--- config.mk ---
export PLATFORM = sky130hd
export DESIGN_NAME = regwrite_arbiter
export DESIGN_NICKNAME = d
export VERILOG_FILES = /design/src/rtl/regwrite_arbiter.sv
export SDC_FILE = /design/constraint.sdc
export NUM_CORES = 1
export LEC_CHECK = 0
export BUFFER_PORTS_ARGS = -buffer_cell sky130_fd_sc_hd__buf_2
export CAP_MARGIN = 20
export CORE_MARGIN = 2
export CORE_UTILIZATION = 30
export CTS_CLUSTER_DIAMETER = 200
export DETAILED_ROUTE_END_ITERATION = 8
export SYNTH_ARGS = -nofsm -noshare
export SYNTH_HDL_FRONTEND = slang
export SYNTH_SLANG_ARGS = --single-unit
--- constraint.sdc ---
create_clock -name clk -period 4.74 [get_ports clk]
set_clock_uncertainty 0.05 [all_clocks]
set_input_delay 0.948 -clock clk [delete_from_list [all_inputs] [get_ports clk]]
set_output_delay 0.948 -clock clk [all_outputs]
set_load 0.1 [all_outputs]
--- src/rtl/regwrite_arbiter.sv ---
// regwrite_arbiter: two valid/ready FIFOs (ALU, MEM) drained one write per cycle into a registered regfile write port.
// Define REGWRITE_MEM_PRIORITY_EN for fixed MEM-first arbitration; default is round-robin.
module regwrite_arbiter #(
    parameter int DATA_W = 32,
    parameter int ADDR_W = 5,
    parameter int DEPTH  = 2
) (
    input  logic              clk,
    input  logic              reset,
    input  logic              alu_valid,
    output logic              alu_ready,
    input  logic [ADDR_W-1:0] alu_dest,
    input  logic [DATA_W-1:0] alu_data,
    input  logic              mem_valid,
    output logic              mem_ready,
    input  logic [ADDR_W-1:0] mem_dest,
    input  logic [DATA_W-1:0] mem_data,
    input  logic [ADDR_W-1:0] address1,
    input  logic [ADDR_W-1:0] address2,
    output logic              regwrite,
    output logic [ADDR_W-1:0] dest,
    output logic [DATA_W-1:0] write_data,
    output logic              stall
);
    localparam int PW = $clog2(DEPTH);
    localparam int CW = PW + 1;
    localparam logic [CW-1:0] FULL = CW'(DEPTH);

    // index 0 is the ALU requester, index 1 the MEM requester
    logic [1:0]        in_valid, rdy, push, pop, nempty;
    logic [ADDR_W-1:0] in_dest [2];
    logic [DATA_W-1:0] in_data [2];
    logic [ADDR_W-1:0] fdest_q [2][DEPTH];
    logic [DATA_W-1:0] fdata_q [2][DEPTH];
    logic [PW-1:0]     wp_q [2];
    logic [PW-1:0]     rp_q [2];
    logic [CW-1:0]     cnt_q [2];
    logic              grant_alu, grant_mem;
    logic [ADDR_W-1:0] head_dest;
    logic [DATA_W-1:0] head_data;
    logic              regwrite_q, regwrite_d;
    logic [ADDR_W-1:0] dest_q, dest_d;
    logic [DATA_W-1:0] wdata_q, wdata_d;
    logic              stall_c;

    assign in_valid   = {mem_valid, alu_valid};
    assign in_dest[0] = alu_dest;
    assign in_dest[1] = mem_dest;
    assign in_data[0] = alu_data;
    assign in_data[1] = mem_data;
    assign rdy        = {cnt_q[1] < FULL, cnt_q[0] < FULL};
    assign nempty     = {cnt_q[1] != '0, cnt_q[0] != '0};
    assign push       = in_valid & rdy;

`ifdef REGWRITE_MEM_PRIORITY_EN
    assign grant_mem = nempty[1];
    assign grant_alu = nempty[0] & ~nempty[1];
`else
    logic last_mem_q, last_mem_d;
    assign grant_alu  = nempty[0] & (~nempty[1] | last_mem_q);
    assign grant_mem  = nempty[1] & ~grant_alu;
    assign last_mem_d = |pop ? grant_mem : last_mem_q;

    always_ff @(posedge clk or posedge reset) begin
        if (reset) last_mem_q <= 1'b1;
        else       last_mem_q <= last_mem_d;
    end
`endif

    assign pop        = {grant_mem, grant_alu};
    assign head_dest  = grant_mem ? fdest_q[1][rp_q[1]] : fdest_q[0][rp_q[0]];
    assign head_data  = grant_mem ? fdata_q[1][rp_q[1]] : fdata_q[0][rp_q[0]];
    assign regwrite_d = |pop && head_dest != '0;
    assign dest_d     = |pop ? head_dest : dest_q;
    assign wdata_d    = |pop ? head_data : wdata_q;

    always_ff @(posedge clk or posedge reset) begin
        if (reset) begin
            for (int r = 0; r < 2; r++) begin
                wp_q[r]  <= '0;
                rp_q[r]  <= '0;
                cnt_q[r] <= '0;
            end
        end else begin
            for (int r = 0; r < 2; r++) begin
                if (push[r]) wp_q[r] <= wp_q[r] + PW'(1);
                if (pop[r])  rp_q[r] <= rp_q[r] + PW'(1);
                cnt_q[r] <= cnt_q[r] + CW'(push[r]) - CW'(pop[r]);
            end
        end
    end

    always_ff @(posedge clk) begin
        for (int r = 0; r < 2; r++) begin
            if (push[r]) begin
                fdest_q[r][wp_q[r]] <= in_dest[r];
                fdata_q[r][wp_q[r]] <= in_data[r];
            end
        end
    end

    always_ff @(posedge clk or posedge reset) begin
        if (reset) begin
            regwrite_q <= 1'b0;
            dest_q     <= '0;
            wdata_q    <= '0;
        end else begin
            regwrite_q <= regwrite_d;
            dest_q     <= dest_d;
            wdata_q    <= wdata_d;
        end
    end

    // an entry is live when its offset from the read pointer is below the count
    always_comb begin
        stall_c = regwrite_q && (dest_q == address1 || dest_q == address2);
        for (int r = 0; r < 2; r++) begin
            for (int i = 0; i < DEPTH; i++) begin
                if ({1'b0, PW'(i) - rp_q[r]} < cnt_q[r] && fdest_q[r][i] != '0 &&
                    (fdest_q[r][i] == address1 || fdest_q[r][i] == address2))
                    stall_c = 1'b1;
            end
        end
    end

    assign alu_ready  = rdy[0];
    assign mem_ready  = rdy[1];
    assign regwrite   = regwrite_q;
    assign dest       = dest_q;
    assign write_data = wdata_q;
    assign stall      = stall_c;
endmodule

Word-level counts from Yosys, hierarchy flattened
Memory sizes are Yosys's and may differ from the RTL's.
Index checks and enable logic that the tools add are counted.
Cells by class
  add/sub/neg operators: 12
  multipliers: 0
  div/mod/pow operators: 0
  order comparisons: 12
  eq/ne operators: 10
  shift operators: 0
  mux-type cells: 32
  bitwise logic cells: 10
  reduce and logical (&&, ||, !) cells: 25
Operators by type and width (number)
  $mux W32: 9
  $mux W64: 2
  $demux W32 S1: 2
  $eq A5 B5 Y1: 10
  $mux W5: 9
  $reduce_bool A5 Y1: 5
  $mux W10: 2
  $logic_and A1 B1 Y1: 12
  $demux W5 S1: 2
  $ge A2 B2 Y1 const B: 4
  $lt A1 B2 Y1: 4
  $not A1 Y2: 4
  $mux W1: 6
  $logic_or A1 B1 Y1: 5
  $add A1 B1 Y1 const B: 4
  $add A2 B1 Y2: 2
  $lt A2 B1 Y1 const B: 2
  $lt A2 B2 Y1 const B: 2
  $reduce_bool A2 Y1: 2
  $sub A1 B1 Y1 const A: 4
  $sub A2 B1 Y2: 2
  $and A1 B1 Y1: 2
  $and A2 B2 Y2: 1
  $not A1 Y1: 2
  other kinds (2): 2
Storage, ports and cells
  flip-flop bits (word level): 47
  latch bits: 0
  RAM bits: 148
  bits in read-only memories: 0
  input port bits: 88
  memories kept: 2
Memory list
  fdata_q: words 2, bits a word 64, rd ports 2, clocked after Yosys merged registers in 0, wr ports 2, RTL line 34  | logic [DATA_W-1:0] fdata_q [2][DEPTH];
  fdest_q: words 2, bits a word 10, rd ports 2, clocked after Yosys merged registers in 0, wr ports 2, RTL line 33  | logic [ADDR_W-1:0] fdest_q [2][DEPTH];

Logic depth before layout (Yosys ltp)
  depth after elaboration: 9
  mapped depth: 9

Worst setup path before layout
OpenSTA, ideal clock, no wires.
  kind: input to output
  start point: input address2[4]
  end point: output stall
  arrival time: 2.532 ns
  slack: 1.210 ns
  stages on the path: 6
  path through: clkbuf_1 > xnor2_1 > nand3_1 > o22ai_1 > a22oi_1 > nand4_1
On the way
  word-level cells in the longest chain between the ends: 7
  elaborated cells on any way between the ends: 19
  classes of those cells: eq/ne (5); mux (4); reduce/logical (10)
Ends and longest elaborated chain
  start, declared: RTL line 19  | input logic [ADDR_W-1:0] address2,
  $eq A5 B5 Y1 (on tied branches): RTL line 116, 120
  $logic_or A1 B1 Y1 (on tied branches): RTL line 116, 120
  $logic_and A1 B1 Y1 (on tied branches): RTL line 116, 119
  $mux W1 (3 in series): RTL line 119  | if ({1'b0, PW'(i) - rp_q[r]} < cnt_q[r] && fdest_q[r][i] != '0 &&
  $mux W1 *: RTL line 119
  end, declared: RTL line 23  | output logic stall
Mark *: on every way between the ends. The rest lies on a longest branch, timed or not.

Final worst setup path
Ends and elaborated chain as after synthesis.

==> metrics.md <==
| Metric | Value |
|---|---|
| Status | finished, final reports clean |
| CP dominant cell by count | buf_2 |
| Die H | ~170 microns |
| Grt ovf | 0 |
| Starting density of the core | 0.3037 |
| Minimum clock period | 3.284 ns |
| Layout fillers | approximately 2600 |
| Mean post-synth cell area | ~14 sq um |
| M1 wire length | around 8500 microns |
| Relative slew slack | 0.4298 |
| CP endpoint kind | output pin |
| Power Density | about 760 mW/mm^2 |
| RSZ-0062 raised after global routing | false |
| CTS clk-pin slew, worst paths | around 0.07 ns |
| Mapped Area | between 0.008 and 0.009 sq mm |
| Yosys warns | 0 |
| Num CTS Buffers | 17 |
| Vias in the first global route | 4990 |
| Internal power | ~4.1 mW |
| Core Util, Final | 0.3650 |
| Clk pwr share | 0.205 |
| Post-CTS Setup Inserts | 0 |
| Buffers & Inverters on Critical Path | 2 |
| Area of the multi-input gates | 0.002336 sq mm |
| Sequential power share | 0.353 |
| Worst Path Arrival | approximately 2.3 ns |
| Detailed Place HPWL | between 10000 and 15000 microns |
| Max layer used | met4 |
| CP startpoint kind | input port |
| Final Setup Violations | 0 |
| Worst R2R Start | cnt_q[1] |
| Die area | 0.02847 sq mm |
| Area grow syn2layout | 20.18% |
| Initial DRC count | 198 |
| Final Max Slew Viols | 0 |
| TNS Setup | 0 ns |
| Largest net degree at the start of global routing | 53 |
| Port bufs | roughly 130 |
| Design Power | 7.405 mW |
| Routed vias | between 4000 and 5000 |
| First-pass GRT wire length | 29220 microns |
| Worst R2R Path Depth | 8 |
| Seq/Total Area, Yosys | 0.6906 |
| VDD IR max | 0.5214 mV |
| Initial antenna violation count | 3 |
| Flops & latches, synth | between 150 and 200 |
| Final ANT Viol Nets | 0 |
| Tightest Pin Transition | 0.8553 ns |
| Number of gates resized after cts | 0 |
| # hold bufs at CTS | 0 |
| TritonCTS clock tree | done |
| Sw power | approximately 3.3 mW |
| Register Area | approximately 0.0056 sq mm |
| Worst R2R End | cnt_q[1] |
| Share of cells above drive strength 1 | 0.3056 |
| Worst-path maximum fanout | 5 |
| Met3 WL post-DR | a little over 900 microns |
| Cell family with the largest share of critical-path delay | buffers and inverters |
| CP max-delay cell | buf_2 |
| Dpl ws | about 1.5 ns |
| Final hold slack | between 0.4 and 0.5 ns |
| Avg WL per Cell | between 15 and 20 microns |
| DRT Pass-1 Iters | 4 |
| Synthesized instance count | between 500 and 600 |
| Syn_nets | 666 |
| Max-Cap Viols | 0 |
| Met2 routed WL | 9434 microns |
| Die width | between 150 and 200 microns |
| DR DRC count | 0 |
| Final Worst Setup Slack | 1.456 ns |
| CTS Sinks | approximately 200 |
| Root Buffer | clkbuf_16 |
| CP Class | input port to output pin |
| Gpl congestion | roughly 0.8 |
| Synth cell types | 36 |
| Worst-Skew Late Latency | between 0.4 and 0.5 ns |
| Row Count | 60 |
| Total Routed Length | around 19000 microns |
| Flop2flop setup slack | between 2 and 2.5 ns |
| Gr usage total | 0.1387 |
| Crit-path max cell delay | about 0.43 ns |
| Vias per cell | 4.512 |
| Htree depth | 4 |
| Hold path depth | 2 |
| Final Hold Viols | 0 |
| Commonest non-fill, non-tap cells in the layout | 148 x edfxtp_1, 128 x buf_2, 51 x xnor2_1, 47 x nand2_1, 44 x dfrtp_1 |
| P_leak | between 3 and 4 nW |
| Worst-path cell chain | buf_2 > xnor2_1 > nand3_1 > o22ai_1 > o211ai_1 > nand4_1 > buf_2 |
| Most common cell after layout, fill and taps aside | edfxtp_1 |
| Worst hold path startpoint | write_data[0] |
| Peak Freq | a little over 300 MHz |
| Critical Path RT | approximately 3.7 ns |
| CTS Buffer Depth | 2 |
| Switching portion of total power | 0.4514 |
| Nets | roughly 790 |
| Combinational share of power | 0.442 |
| Number of I/O pins | between 100 and 150 |
| Hold Path Sink | write_data[0] |
| Fin crit share | 0.6928 |
| Core area | about 0.027 sq mm |
| Hold crit path type | register to register |
-- through the flow --
step	std cells	instance area [sq um]
2_1_floorplan	574	8140
3_3_place_gp	1018	9133
3_5_place_dp	1018	9133
4_1_cts	1050	9758
5_1_grt	1051	9778
6_report	1053	9783
-- synthesized netlist by cell type (all sizes together) --
master	number	area (sq um)
o21ai	44	235.2
edfxtp	148	4444
a22oi	1	7.510
mux2i	40	400.4
nor4	1	6.260
xor2	7	61.31
inv	8	30.03
nand2	47	176.4
buf	17	107.6
nor2b	4	25.02
o211ai	2	15.01
a21oi	38	190.2
nor3	4	20.02
dfstp	1	26.28
ha	4	50.05
and3	1	6.260
nor2	34	127.6
dfrtp	46	1151
xnor2	51	446.7
o22ai	4	25.02
nand3	10	50.05
nand4	1	6.260
or4	2	15.01
and2	2	12.51
o31a	1	8.760
a31oi	1	6.260
clkbuf	18	68.81
mux2	37	420.4
-- worst min-delay path: cells and delay by family, from the launching register on --
family             cells  cell delay, ns
AOI/OAI and AO/OA      1            0.06
DFF                    1            0.33
and+or+nand+nor        1            0.05
-- sequential cells by signal, summed over array words and instances (netlist names) --
name and flops:
fdata_q 128, wp_q 2, dest 5, last_mem_q 1
regwrite 1, fdest_q 20, cnt_q 4, write_data 32
rp_q 2
-- metal layers --
layer	vias up	track usage
li1	2314	-
met1	2318	0.1707
met2	107	0.2411
met3	12	0.03928
met4	0	0.03373
met5	-	0
-- area by class of cell --
class	count	area share
Antenna cell	2	0.0005116
Clock buffer	20	0.04668
Tap cell	341	0.04361
Multi-Input combinational cell	336	0.2388
Timing Repair Buffer	139	0.07520
Inverter	8	0.003069
Sequential cell	195	0.5749
Clock inverter	12	0.01727
-- how the worst max path moves through the flow --
stage | startpoint | endpoint | slack [ns] | cells past startpoint
4_1_cts | address2[4] | stall | 1.48 | 7
3_3_place_gp | address2[4] | stall | 1.47 | 7
5_1_grt | address2[4] | stall | 1.37 | 7
6_report | address2[4] | stall | 1.46 | 7
3_5_place_dp | address2[4] | stall | 1.48 | 7
2_1_floorplan | address2[4] | stall | 1.21 | 6
-- cell families after synthesis --
group / Yosys count / synth area share
buf+inv: 43 / 0.02536
simple gates: 106 / 0.05472
fa+ha+maj: 4 / 0.006148
flops: 195 / 0.6906
compound gates: 91 / 0.05994
xor+xnor: 58 / 0.06240
mux: 77 / 0.1008
-- power groups by stage --
stage / combinational [mW] / clock [mW] / sequential, mW
global placement: 3.30 / 0 / 2.64
finish: 3.28 / 1.52 / 2.61
floorplan: 1.48 / 0 / 3.77
global route: 3.53 / 1.62 / 2.67
CTS: 3.33 / 1.56 / 2.62
detailed placement: 3.32 / 0 / 2.66
(Power assumes the default switching activity.)
